$ cat src/rtl/me_vector_writer_if.sv
// rtl/me_vector_writer_if.sv - Avalon-MM write-master bus between vector writer and SDRAM bridge
interface me_vector_writer_if;
   logic [31:0] avm_address;
   logic        avm_write;
   logic [31:0] avm_writedata;
   logic        avm_waitrequest;

   modport master (
      output avm_address,
      output avm_write,
      output avm_writedata,
      input  avm_waitrequest
   );

   modport slave (
      input  avm_address,
      input  avm_write,
      input  avm_writedata,
      output avm_waitrequest
   );
endinterface

$ cat src/rtl/me_vector_writer.sv
// rtl/me_vector_writer.sv - motion-vector FIFO and Avalon-MM writer with frame-done interrupt
module me_vector_writer #(
   parameter int VW           = 28,
   parameter int DEPTH        = 16,
   parameter int AFULL_MARGIN = 4,
   parameter int CNT_W        = 16
) (
   input  logic                   clk,
   input  logic                   reset_n,
   input  logic                   vector_wr_req,
   input  logic [VW-1:0]          vector_me,
   output logic                   vector_wait_fifo,
   input  logic                   frame_finish,
   input  logic [31:0]            base_addr,
   input  logic [CNT_W-1:0]       max_vectors,
   me_vector_writer_if.master     avm_bus,
   output logic                   done_irq,
   input  logic                   irq_ack,
   output logic [CNT_W-1:0]       vector_count,
   output logic                   overflow
);

   localparam int AW = $clog2(DEPTH);
   localparam int LW = AW + 1;

   typedef enum logic [1:0] {IDLE, WRITE, DRAIN, DONE} state_t;

   state_t            state;
   logic              rst_meta;
   logic              rst_n;
   logic [VW-1:0]     mem [DEPTH];
   logic [AW-1:0]     wr_ptr;
   logic [AW-1:0]     rd_ptr;
   logic [LW-1:0]     level;
   logic [LW-1:0]     level_next;
   logic [CNT_W-1:0]  wr_index;

   logic full;
   logic empty;
   logic push;
   logic active;
   logic accept;
   logic table_full;
   logic skip;
   logic present;
   logic pop;

   // Asserts asynchronously, releases on a clock edge.
   always_ff @(posedge clk or negedge reset_n) begin
      if (!reset_n) begin
         rst_meta <= 1'b0;
         rst_n    <= 1'b0;
      end else begin
         rst_meta <= 1'b1;
         rst_n    <= rst_meta;
      end
   end

   always_comb begin
      full       = (level == LW'(DEPTH));
      empty      = (level == '0);
      push       = vector_wr_req && !full;
      active     = (state == WRITE) || (state == DRAIN);
      accept     = avm_bus.avm_write && !avm_bus.avm_waitrequest;
      table_full = (wr_index == max_vectors);
      // The head leaves the FIFO only on bus accept, or unwritten when the table is full.
      skip       = active && !avm_bus.avm_write && !empty && table_full;
      present    = active && !avm_bus.avm_write && !empty && !table_full;
      pop        = accept || skip;
      level_next = level + LW'(push) - LW'(pop);
   end

   always_ff @(posedge clk) begin
      if (push)
         mem[wr_ptr] <= vector_me;
   end

   always_ff @(posedge clk or negedge rst_n) begin
      if (!rst_n) begin
         state                 <= IDLE;
         wr_ptr                <= '0;
         rd_ptr                <= '0;
         level                 <= '0;
         wr_index              <= '0;
         vector_wait_fifo      <= 1'b0;
         overflow              <= 1'b0;
         done_irq              <= 1'b0;
         vector_count          <= '0;
         avm_bus.avm_write     <= 1'b0;
         avm_bus.avm_address   <= '0;
         avm_bus.avm_writedata <= '0;
      end else begin
         if (push)
            wr_ptr <= wr_ptr + 1'b1;
         if (pop)
            rd_ptr <= rd_ptr + 1'b1;
         level            <= level_next;
         vector_wait_fifo <= (level_next >= LW'(DEPTH - AFULL_MARGIN));

         if ((vector_wr_req && full) || skip)
            overflow <= 1'b1;
         else if (state == DONE && irq_ack)
            overflow <= 1'b0;

         if (accept) begin
            avm_bus.avm_write <= 1'b0;
            wr_index          <= wr_index + 1'b1;
         end else if (present) begin
            avm_bus.avm_write     <= 1'b1;
            avm_bus.avm_address   <= base_addr + 32'({wr_index, 2'b00});
            avm_bus.avm_writedata <= {{(32-VW){1'b0}}, mem[rd_ptr]};
         end

         case (state)
            IDLE: begin
               if (frame_finish)
                  state <= DRAIN;
               else if (!empty)
                  state <= WRITE;
            end
            WRITE: begin
               if (frame_finish)
                  state <= DRAIN;
               else if (level_next == '0)
                  state <= IDLE;
            end
            DRAIN: begin
               if (empty && !avm_bus.avm_write) begin
                  state        <= DONE;
                  done_irq     <= 1'b1;
                  vector_count <= wr_index;
               end
            end
            DONE: begin
               if (irq_ack) begin
                  state    <= IDLE;
                  done_irq <= 1'b0;
                  wr_index <= '0;
               end
            end
            default: state <= IDLE;
         endcase
      end
   end

endmodule

$ cat src/flat_wrapper.sv
// flat-port wrapper written by rule: the top's interface ports become plain ports
module me_vector_writer_flat 
#(
   parameter int VW           = 28,
   parameter int DEPTH        = 16,
   parameter int AFULL_MARGIN = 4,
   parameter int CNT_W        = 16
)
  (clk, reset_n, vector_wr_req, vector_me, vector_wait_fifo, frame_finish, base_addr, max_vectors, done_irq, irq_ack, vector_count, overflow, avm_bus_avm_address, avm_bus_avm_write, avm_bus_avm_writedata, avm_bus_avm_waitrequest);
  me_vector_writer_if avm_bus_i ();
  input  logic clk;
  input  logic reset_n;
  input  logic vector_wr_req;
  input  logic [VW-1:0] vector_me;
  output logic vector_wait_fifo;
  input  logic frame_finish;
  input  logic [31:0] base_addr;
  input  logic [CNT_W-1:0] max_vectors;
  output logic done_irq;
  input  logic irq_ack;
  output logic [CNT_W-1:0] vector_count;
  output logic overflow;
  output wire logic [$bits(avm_bus_i.avm_address)-1:0] avm_bus_avm_address;
  output wire logic [$bits(avm_bus_i.avm_write)-1:0] avm_bus_avm_write;
  output wire logic [$bits(avm_bus_i.avm_writedata)-1:0] avm_bus_avm_writedata;
  input wire logic [$bits(avm_bus_i.avm_waitrequest)-1:0] avm_bus_avm_waitrequest;
  assign avm_bus_avm_address = avm_bus_i.avm_address;
  assign avm_bus_avm_write = avm_bus_i.avm_write;
  assign avm_bus_avm_writedata = avm_bus_i.avm_writedata;
  assign avm_bus_i.avm_waitrequest = avm_bus_avm_waitrequest;
  me_vector_writer #(.VW(VW), .DEPTH(DEPTH), .AFULL_MARGIN(AFULL_MARGIN), .CNT_W(CNT_W)) u_core (.clk(clk), .reset_n(reset_n), .vector_wr_req(vector_wr_req), .vector_me(vector_me), .vector_wait_fifo(vector_wait_fifo), .frame_finish(frame_finish), .base_addr(base_addr), .max_vectors(max_vectors), .avm_bus(avm_bus_i), .done_irq(done_irq), .irq_ack(irq_ack), .vector_count(vector_count), .overflow(overflow));
endmodule
$ cat config.mk
export PLATFORM = sky130hd
export DESIGN_NAME = me_vector_writer_flat
export DESIGN_NICKNAME = d
export VERILOG_FILES = /design/src/rtl/me_vector_writer_if.sv /design/src/rtl/me_vector_writer.sv /design/src/flat_wrapper.sv
export SDC_FILE = /design/constraint.sdc
export NUM_CORES = 1
export LEC_CHECK = 0
export CORE_ASPECT_RATIO = 2
export CORE_MARGIN = 4
export CORE_UTILIZATION = 40
export DETAILED_ROUTE_END_ITERATION = 8
export HOLD_SLACK_MARGIN = 0.03
export PLACE_DENSITY = 0.67
export REMOVE_ABC_BUFFERS = 1
export SLEW_MARGIN = 20
export SYNTH_ARGS = -nofsm -noshare
export SYNTH_HDL_FRONTEND = slang
export SYNTH_SLANG_ARGS = --single-unit
$ cat constraint.sdc
create_clock -name clk -period 3.19 [get_ports clk]
set_input_delay 0.319 -clock clk [delete_from_list [all_inputs] [get_ports clk]]
set_output_delay 0.319 -clock clk [all_outputs]
set_load 0.05 [all_outputs]
Word-level counts from Yosys, hierarchy flattened
Memory sizes are Yosys's and may differ from the RTL's. A register that Yosys moved wholly into a read port is not among the register bits.
Index checks and enable logic that the tools add are counted.
Storage, ports and cells
  bits in registers: 85
  RAM bits: 448
  input port bits: 82
  output and inout bits: 84
  logic and storage cells: 78
  memories: 1
Operators by class
  add/subtract/negate cells: 6
  order comparisons: 1
  equal/unequal tests: 9
  multiplexer cells: 19
  bitwise logic cells: 1
  reductions and logical operators: 28
Memory list
  u_core.mem: words 16, width 28, read ports 1, clocked after Yosys merged registers in 1, wr ports 1, RTL line me_vector_writer.sv:31  | logic [VW-1:0] mem [DEPTH];
Operators by type and width (count)
  2-to-1 mux 16 bit: 3
  adder 32 x 18 -> 32 bit: 1
  adder 16 x 1 -> 16 bit (second input constant): 1
  equality test 16 bit: 1
  2-to-1 mux 2 bit: 6
  zero test 5 bit: 2
  logical AND 1 bit: 9
  adder 4 x 1 -> 4 bit (second input constant): 2
  2-to-1 mux 1 bit: 8
  one-hot mux 2 bit (4 select lines): 1
  zero test 1 bit: 6
  inequality test 3 bit (second input constant): 2
  nonzero test 2 bit: 3
  adder 5 x 1 -> 5 bit: 1
  equality test 5 bit (second input constant): 1
  greater-or-equal comparator 5 x 4 -> 1 bit (second input constant): 1
  subtractor 5 x 1 -> 5 bit: 1
  equality test 2 bit (second input constant): 2
  inequality test 2 bit (second input constant): 2
  AND reduction 2 bit: 2
  AND reduction 4 bit: 1
  logical OR 1 bit: 3
  AND reduction 3 bit: 1
  equality test 2 x 1 -> 1 bit (second input constant): 1
  other kinds (3): 3

Depth between registers and ports, before layout
Gate-level depths: netlist of the first run.
  depth in word-level cells: 11
  mapped depth: 17
  gate-level depth less buffers: 17

Worst setup path before layout of the first run
Ideal clock, no wire load.
  path type: flip-flop to flip-flop
  start: register u_core.level[2]
  end: memory u_core.mem[7][0], enable pin
  setup time: 0.448 ns
  data arrival time: 3.225 ns
  required time: 2.742 ns
  slack: -0.483 ns
  stages on the path, launching flop included: 8
  path buffers: 1
  period minus slack after synthesis: 3.673 ns
  cells stage by stage: dfrtp_1 inv_1 ha_1 and4_1 nor2b_1 clkbuf_1 nand2_1 nor3_1
On the way
  word-level cells in the longest chain between the ends: 5
RTL lines
  start, declared: RTL line me_vector_writer.sv:34  | logic [LW-1:0] level;
  start signal, assigned: RTL line me_vector_writer.sv:97  | level <= level_next;
  equality test 5 bit: RTL line me_vector_writer.sv:60  | full = (level == LW'(DEPTH));
  zero test 1 bit: RTL line me_vector_writer.sv:62  | push = vector_wr_req && !full;
  logical AND 1 bit: RTL line me_vector_writer.sv:62
  net u_core.push: RTL line me_vector_writer.sv:40  | logic push;
  2-to-1 mux 1 bit: RTL line me_vector_writer.sv:74  | if (push)
  2-to-1 mux 1 bit (not written as such): RTL line me_vector_writer.sv:75  | mem[wr_ptr] <= vector_me;
  end, declared: RTL line me_vector_writer.sv:31
The timed path passes the listed nets, and every way through them passes these cells.

Worst setup path after layout of the first run
  start: register u_core.level[3]
  end: register u_core.state[0]
On the way
  word-level cells in the longest chain between the ends: 9
  elaborated cells between the ends (all ways): 16
  those cells by class: add/sub (2); eq/ne (4); reduce/logical (10)
RTL lines
  branches (longest 8 deep; another with adder 5 x 1 -> 5 bit)
  AND reduction 4 bit (no source line) *
  end signal, assigned: RTL line me_vector_writer.sv:123  | state <= DRAIN;
  end signal, assigned: RTL line me_vector_writer.sv:125  | state <= IDLE;
  end signal, assigned: RTL line me_vector_writer.sv:129  | state <= DONE;
  end, declared: RTL line me_vector_writer.sv:28  | state_t state;
Every way passes the cells marked *.
A chain may end at the register's enable or synchronous reset.

==> results of run 1 <==
[metal layers]
| metal | part of all wire [%] | GRT usage, % | up-vias |
|---|---|---|---|
| li1 | - | - | 5555 |
| met1 | 35 | 20.6 | 6618 |
| met2 | 55 | 34.1 | 463 |
| met3 | 5.7 | 2.87 | 109 |
| met4 | 3.9 | 7.41 | 2 |
| met5 | 0.021 | 0 | - |
[stage by stage]
step,TNS (ps),power [mW],cell area (um2)
floorplan,-161070,15.8,22700
CTS,-122,25.8,28100
global placement,-2460,19.3,26300
finish,-113,25.5,28100
global route,-505,26.8,28100
detailed placement,-2810,19.4,26300
[cell usage after synthesis, types with 6 or more instances]
library cell / count
nor2_1: 35
ha_1: 33
dfrtp_1: 113
a21oi_1: 32
nand4_1: 15
clkbuf_1: 17
o21ai_0: 21
buf_1: 6
mux4_2: 139
xnor2_1: 21
o21ai_1: 16
inv_1: 30
nor3_1: 12
mux2_2: 15
xor2_1: 34
nand2_1: 151
nand3_1: 22
edfxtp_1: 448
a2111o_1: 6
and2_1: 10
buf_2: 22
[power groups by stage]
stage | Combinational (mW) | Clock (mW) | Sequential [mW]
after floorplan | 4.22 | 0 | 11.6
after global placement | 9.46 | 0 | 9.80
after detailed placement | 9.56 | 0 | 9.85
after CTS | 9.80 | 6.28 | 9.70
after global routing | 10.4 | 6.57 | 9.80
final | 9.70 | 6.14 | 9.69
[worst paths after layout]
check	start	endpoint
worst max register to register	u_core.level[3]$_DFF_PN0_	u_core.state[0]$_DFFE_PN0P_
worst min register to register	u_core.rst_n$_DFF_PN0_	u_core.avm_bus.avm_address[0]$_DFFE_PN0P_
worst max-delay path	u_core.level[3]$_DFF_PN0_	u_core.state[0]$_DFFE_PN0P_
min in group asynchronous	u_core.rst_n$_DFF_PN0_	u_core.avm_bus.avm_address[0]$_DFFE_PN0P_
max in group asynchronous	u_core.rst_n$_DFF_PN0_	u_core.state[0]$_DFFE_PN0P_
worst min-delay path	base_addr[0]	u_core.avm_bus.avm_address[0]$_DFFE_PN0P_
[worst reg2reg max path, delay by kind of cell (launching register included)]
kind / cells / cell delay (ps)
AOI/OAI and AO/OA: 4 / 570
adders and majority gates: 4 / 730
buffers and inverters: 4 / 220
DFF: 1 / 390
muxes: 1 / 120
and+or+nand+nor: 4 / 1100
[area by class of cell]
cell class	instances	area, um2
diodes	2	5.00
fillers	4741	29000
clock buffers	63	1340
well taps	756	946
flip-flops and latches	561	16300
repair buffers	268	2620
inverters	31	116
clock inverters	25	309
multi-input cells	646	6490
[registers in the layout, summed over array words and instances (netlist names), 2 cells and up]
register / cells
u_core.rd_ptr: 4
u_core.avm_bus.avm_address: 32
u_core.mem: 448
u_core.wr_index: 16
u_core.level: 5
u_core.vector_count: 16
u_core.avm_bus.avm_writedata: 28
u_core.wr_ptr: 4
u_core.state: 2
[cell families (layout without fill, tap and decap cells)]
group                    count (synthesis)  count (layout)  share of synthesized area [%]
flip-flops                             561             561                           70.6
adder cells (fa/ha/maj)                 35              35                           1.96
other                                    2               7                         0.0326
AO/OA/AOI/OAI                          113             113                           3.13
AND/OR/NAND/NOR                        279             279                           5.51
multiplexers                           159             159                           14.6
XOR/XNOR                                55              55                           2.09
buffers and inverters                   90             387                           2.10
[repair_timing]
item	4_1_cts	5_1_grt
gates resized for setup	20	6
setup buffers	6	4
endpoints found under the setup margin	4	4
hold buffers	1	0
pin swaps	12	1
endpoints found under the hold margin	2	0
==> flow_summary.ini, run 1 <==
[timing]
tightest_slew_ps = 788
fin_crit_ps = 3260
skew_ps = 21.3
slew_viol_final = 0
max_freq_mhz = 307
post-route-period-util_pct = 102
finalSetupViolations = 2
finalHoldViolCount = 0
worst_hold_slack_ps = 259
max_slew_margin_pct = 47.5
rsz0062_at_grt = true
setup_ws_ps = -67.7

[min_path]
hold_path_depth = 3
hold_class = input port to register

[grt]
grt_pass1_wl_um = 85100
grt.total_usage_pct = 18.3
grt_max_degree = 49
antenna_found_initial = 3
grt.overflow.total = 0
grt_pass1_vias = 13700

[drt]
post_drt_wl_per_cell_um = 23.9
dr.pass1.iters = 5
vias = 12700
drc_errors = 0
finalWirelength_um = 56200
first_iter_violations = 971
viasPerCell = 5.42
ant_nets = 0

[synthesis]
synth-seq-area-share_pct = 70.6
synth.avg_cell_area_um2 = 17.8
synthCells = 1294
synth-main-ff-cell = edfxtp_1
synth_top_area_cell = edfxtp_1
async_reset_ff_share_pct = 20.1
synth-edff-count = 448
yosysWarningCount = 0
synthDistinctLibCells = 66
ys_top_cells_by_area = edfxtp_1, mux4_2, dfrtp_1, nand2_1, ha_1
ys_ff_latch = 561
syn_area_um2 = 23100
synth_top_cell_area_share_pct = 58.3

[floorplanning]
die_h_um = 348
start_util_pct = 40.4
dieArea_um2 = 61800
io_pins = 166
dieWidth_um = 178
rows = 124
core_area_um2 = 57100

[placement]
portBuffers = 161
placedCellCount = 2251
hpwlAfterDp_um = 36700
gp_congestion = 0.859
dp_slack_ps = -815

[clocking]
clockBufferDepth = 3
clk_pin_slew_worst_paths_ps = 60
cts_tree = built
clkLatencyLatePin_ps = 590
cts_htree_levels = 2
cts_root_buf = clkbuf_16
cts_buffers = 47
cts.sinks = 561

[power]
internal-power_mw = 16.8
leakage_nw = 9.95
p_comb_share_pct = 38.0
p_clk_share_pct = 24.0
vdd_ir_drop_max_uv = 547
p_per_area_nw_per_um2 = 908
pwr-share-seq_pct = 38.0
switching_share_pct = 34.3
p_switching_mw = 8.76

[worst_setup_path]
max_stage_delay_ps = 470
crit_type = register to register
start_kind = register
cp.arrival_ps = 3710
crit_path_cell_trace = inv_2, ha_4, or4b_4, nand3b_4, inv_2, a21o_4, ha_4, inv_2, ha_4, inv_2, fa_2, nand2b_4, a21oi_4, or3_4, a41oi_2, o21ai_2, mux2i_1
cp_top_family = simple AND/OR/NAND/NOR gates
path_buf_inv = 4
cp_max_fo = 2
cp_common_cell = inv_2
crit_path_end_kind = register
cpMaxStageDelayCell = or4b_4
worstPathRequired_ps = 3640
rr_worst_depth = 17
cp.depth = 17
regToRegSetupSlack_ps = -70

[finish]
postLayoutCoreUtil_pct = 49.3
layout_common_cells = edfxtp_1, clkdlybuf4s50_1, nand2_1
finalNonFillerCells = 2352
final_common_cell = edfxtp_1
syn_to_final_growth_pct = 21.9
drive_above_1_share_pct = 23.6
nNetsFinal = 1672

[run_status]
violations = setup timing
status = finished, violations left

[flow_run]
maxCapViolCount = 0
No activity file was read; power rests on OpenSTA's default activity.
==> run 2: changes to the inputs <==
--- a/config.mk
+++ b/config.mk
@@ -5,9 +5,11 @@
 export SDC_FILE = /design/constraint.sdc
 export NUM_CORES = 1
 export LEC_CHECK = 0
+export ABC_CLOCK_PERIOD_IN_PS = 3190
 export CORE_ASPECT_RATIO = 2
 export CORE_MARGIN = 4
 export CORE_UTILIZATION = 40
+export CTS_CLUSTER_DIAMETER = 30
 export DETAILED_ROUTE_END_ITERATION = 8
 export HOLD_SLACK_MARGIN = 0.03
 export PLACE_DENSITY = 0.67
==> flow_summary.ini, run 2 (synthesized netlist as in run 1, its figures left out) <==
[run_status]
status = finished, violations left
violations = setup timing

[grt]
grt.overflow.total = 0
use_met2_pct = 34.7
met3_usage_pct = 3.30
top_usage_layer = met2
antenna_found_initial = 1
grt_pass1_vias = 13900
use_met1_pct = 20.7
grt_max_degree = 49
grt.total_usage_pct = 18.6
grt_pass1_wl_um = 86300

[drt]
post_drt_wl_per_cell_um = 23.9
vias = 12800
ant_nets = 0
first_iter_violations = 968
dr.pass1.iters = 6
viasPerCell = 5.39
finalWirelength_um = 57000
drc_errors = 0

[worst_setup_path]
cp.arrival_ps = 3740
crit_type = register to register
cp_max_fo = 2
start_kind = register
crit_path_end_kind = register
worstPathRequired_ps = 3640

[placement]
gp_congestion = 0.859
placedCellCount = 2251
hpwlAfterDp_um = 36700
portBuffers = 161
place_area_um2 = 26300

[clocking]
cts_root_buf = clkbuf_16
cts.sinks = 561
cts_htree_levels = 3
clk_pin_slew_worst_paths_ps = 50
cts_buffers = 67
clkLatencyLatePin_ps = 590
cts_tree = built
clockBufferDepth = 3

[finish]
syn_to_final_growth_pct = 24.7
nNetsFinal = 1690
largest_reg_flops = 448
fin_area_um2 = 28800
reg.largest.list = u_core.mem x448, u_core.avm_bus.avm_address x32, u_core.avm_bus.avm_writedata x28
finalNonFillerCells = 2385
final_common_cell = edfxtp_1
largest_register = u_core.mem
drive_above_1_share_pct = 25.4
layout_common_cells = edfxtp_1, clkdlybuf4s50_1, nand2_1

[power]
p_per_area_nw_per_um2 = 946
leakage_nw = 10.3
vdd_ir_drop_max_uv = 507

[timing]
fin_crit_ps = 3290
max_freq_mhz = 304
tightest_slew_ps = 771
fin_tns_setup_ps = -174
skew_ps = 17.7
slew_viol_final = 0
worst_hold_slack_ps = 283
finalHoldViolCount = 0
rsz0062_at_grt = true
max_slew_margin_pct = 48.6
setup_ws_ps = -97.2
finalSetupViolations = 3
post-route-period-util_pct = 103

[floorplanning]
start_util_pct = 40.4
dieArea_um2 = 61800
core_area_um2 = 57100
rows = 124
dieWidth_um = 178
die_h_um = 348
io_pins = 166

[min_path]
hold_class = input port to register

[flow_run]
maxCapViolCount = 0
==> run 2: changes by cell type in the layout (fill, tap and decap cells not counted), sizes merged <==
| cell | previous run | this run |
|---|---|---|
| buf | 106 | 104 |
| bufinv | 6 | 4 |
| clkbuf | 63 | 80 |
| clkinv | 12 | 11 |
| clkinvlp | 4 | 5 |
| diode | 2 | 1 |
| inv | 34 | 55 |
==> run 2: power breakdown <==
part / internal, mW / total, mW / switching [mW]
Sequential: 9.07 / 9.70 / 0.630
Combinational: 4.23 / 9.71 / 5.48
Clock: 4.57 / 7.80 / 3.23
==> run 2: through the flow <==
stage          total power, mW  util (%)  setup slack [ps]
3_5_place_dp              19.4      46.0              -815
6_report                  27.2      50.4             -97.2
4_1_cts                   27.5      50.3             -70.0
5_1_grt                   28.5      50.4              -236
2_1_floorplan             15.8         -             -2570
3_3_place_gp              19.3      46.0              -730
==> run 2: metal layers <==
| layer | vias to the layer above | wire length [um] | part of all wire [%] |
|---|---|---|---|
| li1 | 5613 | - | - |
| met1 | 6672 | 20200 | 35 |
| met2 | 445 | 31600 | 55 |
| met3 | 116 | 3150 | 5.5 |
| met4 | 0 | 2110 | 3.7 |
| met5 | - | 0 | 0 |
==> run 2: final cells by class <==
type / count / area [um2]
flip-flops and latches: 561 / 16300
clock buffers: 80 / 1830
clock inverters: 44 / 483
well taps: 756 / 946
fillers: 4684 / 28300
inverters: 31 / 121
diodes: 1 / 2.50
repair buffers: 266 / 2600
multi-input cells: 646 / 6480
==> run 2: repair_timing <==
action / CTS / global route
gates resized for setup: 20 / 5
pin swaps: 12 / 1
buffers inserted: 6 / 2
endpoints found under the setup margin: 4 / 4
hold endpoints to repair: 2 / 0
hold buffers: 1 / 0
==> run 2: final timing paths <==
path                                                               end  depth (start not counted)                 startpoint  slack (ps)
max                                        u_core.state[0]$_DFFE_PN0P_                         17  u_core.level[3]$_DFF_PN0_        -100
min                          u_core.avm_bus.avm_address[0]$_DFFE_PN0P_                          3               base_addr[0]         280
max reg2reg                                u_core.state[0]$_DFFE_PN0P_                         17  u_core.level[3]$_DFF_PN0_        -100
min reg2reg                u_core.avm_bus.avm_writedata[2]$_DFFE_PN0P_                          0     u_core.rst_n$_DFF_PN0_         350
max in group asynchronous                  u_core.state[0]$_DFFE_PN0P_                          1     u_core.rst_n$_DFF_PN0_        2120
min in group asynchronous  u_core.avm_bus.avm_writedata[2]$_DFFE_PN0P_                          0     u_core.rst_n$_DFF_PN0_         350
==> run 2: worst max-delay path, stage by stage, from the launching register on <==
cell      delay, ps
dfrtp_1         390
inv_2            90
ha_4            120
or4b_4          470
nand3b_4        110
inv_4            40
a21o_4          210
ha_4            270
inv_4            30
ha_4            150
inv_2            50
fa_2            200
nand2b_4        140
a21oi_4          50
or3_4           390
a41oi_2         230
o21ai_2          90
mux2i_1         120
